==> config.mk <==
export PLATFORM = sky130hd
export DESIGN_NAME = mem_arbiter
export DESIGN_NICKNAME = d
export VERILOG_FILES = /design/src/rtl/mem_arbiter.sv
export SDC_FILE = /design/constraint.sdc
export NUM_CORES = 1
export LEC_CHECK = 0
export CAP_MARGIN = 20
export CORE_ASPECT_RATIO = 1.75
export CORE_MARGIN = 4
export CORE_UTILIZATION = 40
export DETAILED_ROUTE_END_ITERATION = 8
export GPL_TIMING_DRIVEN = 0
export PLACE_DENSITY = 0.92
export SLEW_MARGIN = 20
export SYNTH_ARGS = -nofsm -noshare
export SYNTH_HDL_FRONTEND = slang
export SYNTH_SLANG_ARGS = --single-unit
==> constraint.sdc <==
create_clock -name clock -period 4.55 [get_ports clock]
set_input_delay 0.91 -clock clock [delete_from_list [all_inputs] [get_ports clock]]
set_output_delay 0.91 -clock clock [all_outputs]
set_load 0.005 [all_outputs]
==> src/rtl/mem_arbiter.sv <==
// mem_arbiter: shares one single-port RAM between requester A (fetch) and
// requester B (datapath). Each access runs IDLE -> ACCESS -> ACK, three cycles.
// All outputs are registered.
//
// Ports:
//   clock, reset                  rising-edge clock, async active-low reset
//   a_req/a_wr/a_addr/a_wdata     requester A access request
//   a_ack                         one-cycle completion pulse for A
//   b_req/b_wr/b_addr/b_wdata     requester B access request
//   b_ack                         one-cycle completion pulse for B
//   rdata                         data of the last completed read
//   mem_addr/mem_data/mem_wr      RAM address, write data, write enable
//   mem_cs                        RAM chip select, active-low
//   mem_o                         RAM read data (combinational)
module mem_arbiter #(
  parameter int unsigned ADDR_W = 8,
  parameter int unsigned DATA_W = 8,
  parameter int unsigned FAIR   = 1
) (
  input  logic              clock,
  input  logic              reset,
  input  logic              a_req,
  input  logic              a_wr,
  input  logic [ADDR_W-1:0] a_addr,
  input  logic [DATA_W-1:0] a_wdata,
  output logic              a_ack,
  input  logic              b_req,
  input  logic              b_wr,
  input  logic [ADDR_W-1:0] b_addr,
  input  logic [DATA_W-1:0] b_wdata,
  output logic              b_ack,
  output logic [DATA_W-1:0] rdata,
  output logic [ADDR_W-1:0] mem_addr,
  output logic [DATA_W-1:0] mem_data,
  output logic              mem_wr,
  output logic              mem_cs,
  input  logic [DATA_W-1:0] mem_o
);

  typedef enum logic [1:0] {StIdle, StAccess, StAck} state_e;

  state_e state_q;
  // Last granted requester; also identifies the current winner from grant to ack.
  logic   last_b_q;
  logic   pick_b;

  // Winner selection, only consulted in StIdle when some request is present.
  always_comb begin
    pick_b = 1'b0;
    if (b_req && !a_req) begin
      pick_b = 1'b1;
    end else if (a_req && b_req && (FAIR != 0)) begin
      pick_b = !last_b_q;
    end
  end

  always_ff @(posedge clock or negedge reset) begin
    if (!reset) begin
      state_q  <= StIdle;
      last_b_q <= 1'b1;  // A wins the first tie
      mem_cs   <= 1'b1;
      mem_wr   <= 1'b0;
      mem_addr <= '0;
      mem_data <= '0;
      a_ack    <= 1'b0;
      b_ack    <= 1'b0;
      rdata    <= '0;
    end else begin
      unique case (state_q)
        StIdle: begin
          if (a_req || b_req) begin
            mem_addr <= pick_b ? b_addr  : a_addr;
            mem_data <= pick_b ? b_wdata : a_wdata;
            mem_wr   <= pick_b ? b_wr    : a_wr;
            mem_cs   <= 1'b0;
            last_b_q <= pick_b;
            state_q  <= StAccess;
          end
        end
        StAccess: begin
          if (!mem_wr) begin
            rdata <= mem_o;
          end
          mem_cs  <= 1'b1;
          mem_wr  <= 1'b0;
          a_ack   <= !last_b_q;
          b_ack   <= last_b_q;
          state_q <= StAck;
        end
        StAck: begin
          a_ack   <= 1'b0;
          b_ack   <= 1'b0;
          state_q <= StIdle;
        end
        default: begin
          state_q <= StIdle;
        end
      endcase
    end
  end

endmodule

; ---- Word-level counts from Yosys, hierarchy flattened
; Cells that the tools add are included.
[totals]
ff_bits = 31
latch_bits = 0
ram_bits = 0
mem_bits_ro = 0
in_bits = 46
output_inout_bits = 28
word_cells = 37
mem_count = 0
[classes]
n_addsub = 0
multipliers = 0
div_mod_pow = 0
magnitude_cmp = 0
eq_ne = 3
n_shift = 0
mux = 13
bitwise_logic = 1
reduce_logical = 11
[op_table]
columns = operator, count
row1 = $mux W8, 2
row2 = $pmux W1 S2, 4
row3 = $reduce_and A2 Y1, 3
row4 = $mux W1, 5
row5 = $pmux W2 S2, 1
row6 = $reduce_bool A2 Y1, 2
row7 = $eq A2 B1 Y1 const B, 1
row8 = $eq A2 B2 Y1 const B, 1
row9 = $logic_and A1 B1 Y1, 2
row10 = $logic_not A1 Y1, 2
row11 = $logic_not A2 Y1, 1
row12 = $mux W2, 1
row13 = $ne A2 B2 Y1 const B, 1
row14 = $logic_or A1 B1 Y1, 1
row15 = $not A1 Y1, 1

; ---- Longest topological paths before layout
[depth]
word_depth = 6
ltp_mapped = 6
depth_no_buf = 5

; ---- Worst setup path before layout
; Ideal clock, no wire load.
[synth_timing]
path_kind = input -> register
startpoint = input b_req
endpoint = register mem_addr[0]
setup_time_ns = 0.124
arrival_ns = 1.589
slack_ns = 2.837
cell_stages = 5
path_buffers = 2
cell_sequence = a21bo_1 > buf_6 > buf_12 > mux2i_1 > o21ai_1
[synth_via]
elab_chain_len = 4
elab_cells_between_ends = 7
[synth_rtl]
columns = element, line_no
row1 = "start, declared", 27  ; input logic b_req,
row2 = $logic_and A1 B1 Y1, 52  ; end else if (a_req && b_req && (FAIR != 0)) begin
row3 = $mux W1, 52
row4 = $mux W1, 50  ; if (b_req && !a_req) begin
row5 = $mux W8, 72  ; mem_addr <= pick_b ? b_addr : a_addr;
row6 = "end signal, assigned", 72
row7 = "end, declared", 33  ; output logic [ADDR_W-1:0] mem_addr,
; Several ways; a longest one is shown, not always the timed one.
; A chain may end at the register's enable or synchronous reset.

; ---- Final worst setup path
[layout_timing]
startpoint = register mem_cs
endpoint = output mem_cs
[layout_rtl]
columns = element, line_no
row1 = "start, declared", 36  ; output logic mem_cs,
row2 = "start signal, assigned", 61  ; mem_cs <= 1'b1;
row3 = "start signal, assigned", 75  ; mem_cs <= 1'b0;
row4 = "start signal, assigned", 84  ; mem_cs <= 1'b1;
; No word-level cell between the ends.

==> reports/qor.txt <==
SETUP PATH
--------------------------------------------------------------------------------------------------------
Cell type group with the largest total delay on the critical path .........................   flip-flops
Reg-to-reg endpoint .......................................................................       mem_wr
R2R Path Start ............................................................................   state_q[0]
Maximum fanout along the worst path .......................................................            3
R2R setup slack ...........................................................................      2.96 ns
Largest stage delay on the critical path ..................................................      0.54 ns
Logic depth of the worst register-to-register path ........................................            6
Critical path's slowest cell ..............................................................      dfstp_2
Buffers plus inverters on the worst setup path ............................................            1
Crit-path cells ........................................................................... clkdlybuf4s50_1
WP data required ..........................................................................      3.64 ns
Arrival time worst endpoint ...............................................................      1.32 ns
Launching element type of the critical path ...............................................    flip-flop
Critical path start-end classification ....................................................      reg2out
Crit path capture type .................................................................... primary output

CLOCKING
--------------------------------------------------------------------------------------------------------
Clock latency of the later-clocked register in the worst-skew pair ........................      0.27 ns
Number of buffers added by the clock tree synthesis step ..................................            5
CTS H-tree depth ..........................................................................            2
TritonCTS Sinks ...........................................................................           31
Clock tree from TritonCTS .................................................................          yes
Longest Clk Path Bufs .....................................................................            2
Total of cells resized after clock tree synthesis .........................................            0
Post-CTS setup buffers ....................................................................            0
Clock root buffer .........................................................................     clkbuf_8
Post-CTS clock slew at the launch and capture registers of the worst setup and hold paths .      0.06 ns
Count of hold buffers inserted by post-cts repair .........................................            0

GLOBAL ROUTE
--------------------------------------------------------------------------------------------------------
Global Route met2 Usage ...................................................................        0.321
Overflow left after global routing ........................................................            0
Global routing usage on met1 ..............................................................        0.152
Via count of the first global-routing pass ................................................        1,292
Total GRT Usage ...........................................................................        0.169
Top Usage Layer GRT .......................................................................         met2
Wire length of the first global-routing pass ..............................................      5600 um
Maximum number of pins on one net before global-route repair ..............................           32
Met3 GRT Util .............................................................................       0.0551
Antenna violations before repair ..........................................................            0

YOSYS
--------------------------------------------------------------------------------------------------------
Count of warnings emitted by yosys ........................................................            0
Seq/Total Area, Yosys .....................................................................        0.549
Avg Inst Size Synth .......................................................................    11.8 um^2
Netlist area before placement ............................................................. 0.00142 mm^2
Synthesized instance count ................................................................          120
Cell types with the largest area share after synthesis .................................... dfrtp_1 (51%), mux2i_1 (13%), mux2_2 (8.7%)
Synth Net Count ...........................................................................          170
Number of distinct library cells after synthesis ..........................................           22
Post-synthesis register bit count .........................................................           31
Cell type contributing the most total cell area after synthesis ...........................      dfrtp_1
Post-synth top area share .................................................................        0.511

PLACE
--------------------------------------------------------------------------------------------------------
Post-DP HPWL ..............................................................................      2890 um
Pre-CTS setup slack .......................................................................      2.16 ns
Final weighted congestion in routability-driven placement .................................        0.765
Number of port buffers ....................................................................           73

STA
--------------------------------------------------------------------------------------------------------
Post-route clock skew .....................................................................   0.00392 ns
Final total negative setup slack ..........................................................         0 ns
Achievable frequency ......................................................................    0.449 GHz
# setup viols final .......................................................................            0
Worst slew margin relative to its limit ...................................................        0.561
Final hold slack ..........................................................................     0.489 ns
Setup repair after global routing missed its margin .......................................        false
Time the final worst path needs with I/O delays and setup .................................      2.23 ns
Pin slew with the least headroom to its limit .............................................     0.658 ns
Total count of hold-check failures in the final report ....................................            0
Final setup slack of the worst path .......................................................      2.32 ns
Final Cycle Share .........................................................................        0.490
Max-slew violation count ..................................................................            0

MIN PATH
--------------------------------------------------------------------------------------------------------
Start point of the worst min-delay path ...................................................  mem_data[5]
Worst hold path stage count ...............................................................            2
Path type of the worst min-delay path .....................................................      reg2reg
Worst min-delay path endpoint .............................................................  mem_data[5]

ROUTE
--------------------------------------------------------------------------------------------------------
Final WL ..................................................................................      3600 um
Average wire length per cell after detail routing .........................................      14.6 um
Starting DRT DRC Count ....................................................................           23
Total iterations of the first detailed-routing run ........................................            3
Detailed-route DRC error count ............................................................            0
Routed via count divided by cell count ....................................................         4.84
Vias ......................................................................................        1,190
Post-DRT Antenna Nets .....................................................................            0

FLOORPLAN
--------------------------------------------------------------------------------------------------------
Effective utilization at floorplan ........................................................        0.418
Width of the die ..........................................................................      53.0 um
Top-level port count ......................................................................           74
Die Ht ....................................................................................      86.8 um
Floorplan core area ....................................................................... 0.00340 mm^2
Die area .................................................................................. 0.00460 mm^2
Site Rows .................................................................................           28

FINISH
--------------------------------------------------------------------------------------------------------
Share of cells above drive strength 1 .....................................................        0.129
Number of nets in the finished design .....................................................          250
Most frequent standard cell in the layout excluding fill and tap cells .................... clkdlybuf4s50_1
Layout overhead on the synthesized area ...................................................        60.8%
Top library cells by usage in the layout, fill and taps aside ............................. clkdlybuf4s50_1 (72), dfrtp_1 (29), mux2i_1 (18)
Number of diodes added for antenna fixing .................................................            0
Fraction of the core area covered by cells at the end of the flow .........................        0.672
Fill cell instance count of the final layout ..............................................          288

FLOW RUN
--------------------------------------------------------------------------------------------------------
Reported max-cap violation count ..........................................................            0

PWR
--------------------------------------------------------------------------------------------------------
Leakage power summed over all cells .......................................................      1.03 nW
IR Drop Worst-Case VDD ....................................................................   0.000359 V
Ratio of total power to cell area .........................................................  595 mW/mm^2

OUTCOME
--------------------------------------------------------------------------------------------------------
Status ....................................................................................    completed

## final cells by class
class | count | area [um^2] | area share
buffer | 6 | 51.3 | 0.0225
clock buffer | 7 | 76.3 | 0.0334
clock inverter | 1 | 5.00 | 0.00219
inverter | 3 | 11.3 | 0.00493
multi-input combinational | 80 | 578 | 0.253
sequential | 31 | 778 | 0.341
tap | 45 | 56.3 | 0.0247
timing repair buffer | 73 | 726 | 0.318
## power by group
part / internal (mW) / switching, mW / leakage [nW] / total [mW]
Clock: 0.107 / 0.0913 / 0.0422 / 0.198
Sequential: 0.422 / 0.0761 / 0.374 / 0.498
Combinational: 0.403 / 0.258 / 0.614 / 0.661
Total: 0.932 / 0.425 / 1.03 / 1.36
## how the worst max path moves through the flow
stage	startpoint	endpoint	slack (ns)	cells past startpoint
after floorplan	b_req	mem_addr[0]	2.84	5
after global placement	reset	mem_addr[4]	2.04	1
after detailed placement	b_req	mem_data[7]	2.16	6
after CTS	mem_cs	mem_cs	2.31	1
after global routing	mem_cs	mem_cs	2.29	1
final	mem_cs	mem_cs	2.32	1
## layer usage
| layer | share of wire | up-vias |
|---|---|---|
| met5 | 0 | - |
| met4 | 0.015 | 0 |
| met3 | 0.061 | 6 |
| met2 | 0.59 | 41 |
| met1 | 0.33 | 569 |
| li1 | - | 574 |
## registers in the layout, summed over array words and instances, names as in the netlist
register,flops
a_ack,1
b_ack,1
last_b_q,1
mem_addr,8
mem_cs,1
mem_data,8
mem_wr,1
rdata,8
state_q,2
## synth_stat cells (all sizes together)
cell and n:
mux2i 18, dfrtp 29, a31oi 1, a21bo 1, o31ai 1, nand3 1, ha 4, inv 3
nand2 17, o21ai 18, buf 5, a21oi 2, nor2b 1, nor2 3, clkbuf 1, mux2 11
nand3b 1, nand2b 1, dfstp 2
## cell families (layout without fill, tap and decap cells)
logic type,after synthesis,in the layout,share of synthesized area
multiplexers,29,29,0.214
AND/OR/NAND/NOR,24,24,0.0705
buffers and inverters,9,90,0.0441
adder cells (fa/ha/maj),4,4,0.0353
flip-flops,31,31,0.549
AO/OA/AOI/OAI,23,23,0.0873
## metrics by stage
step | area (um^2) | power (mW) | cells
after floorplan | 1420 | 0.802 | 120
after global placement | 2210 | 1.15 | 238
after detailed placement | 2200 | 1.18 | 238
after CTS | 2280 | 1.38 | 246
after global routing | 2280 | 1.46 | 246
final | 2280 | 1.36 | 246
Power figures use the tool's default switching activity.
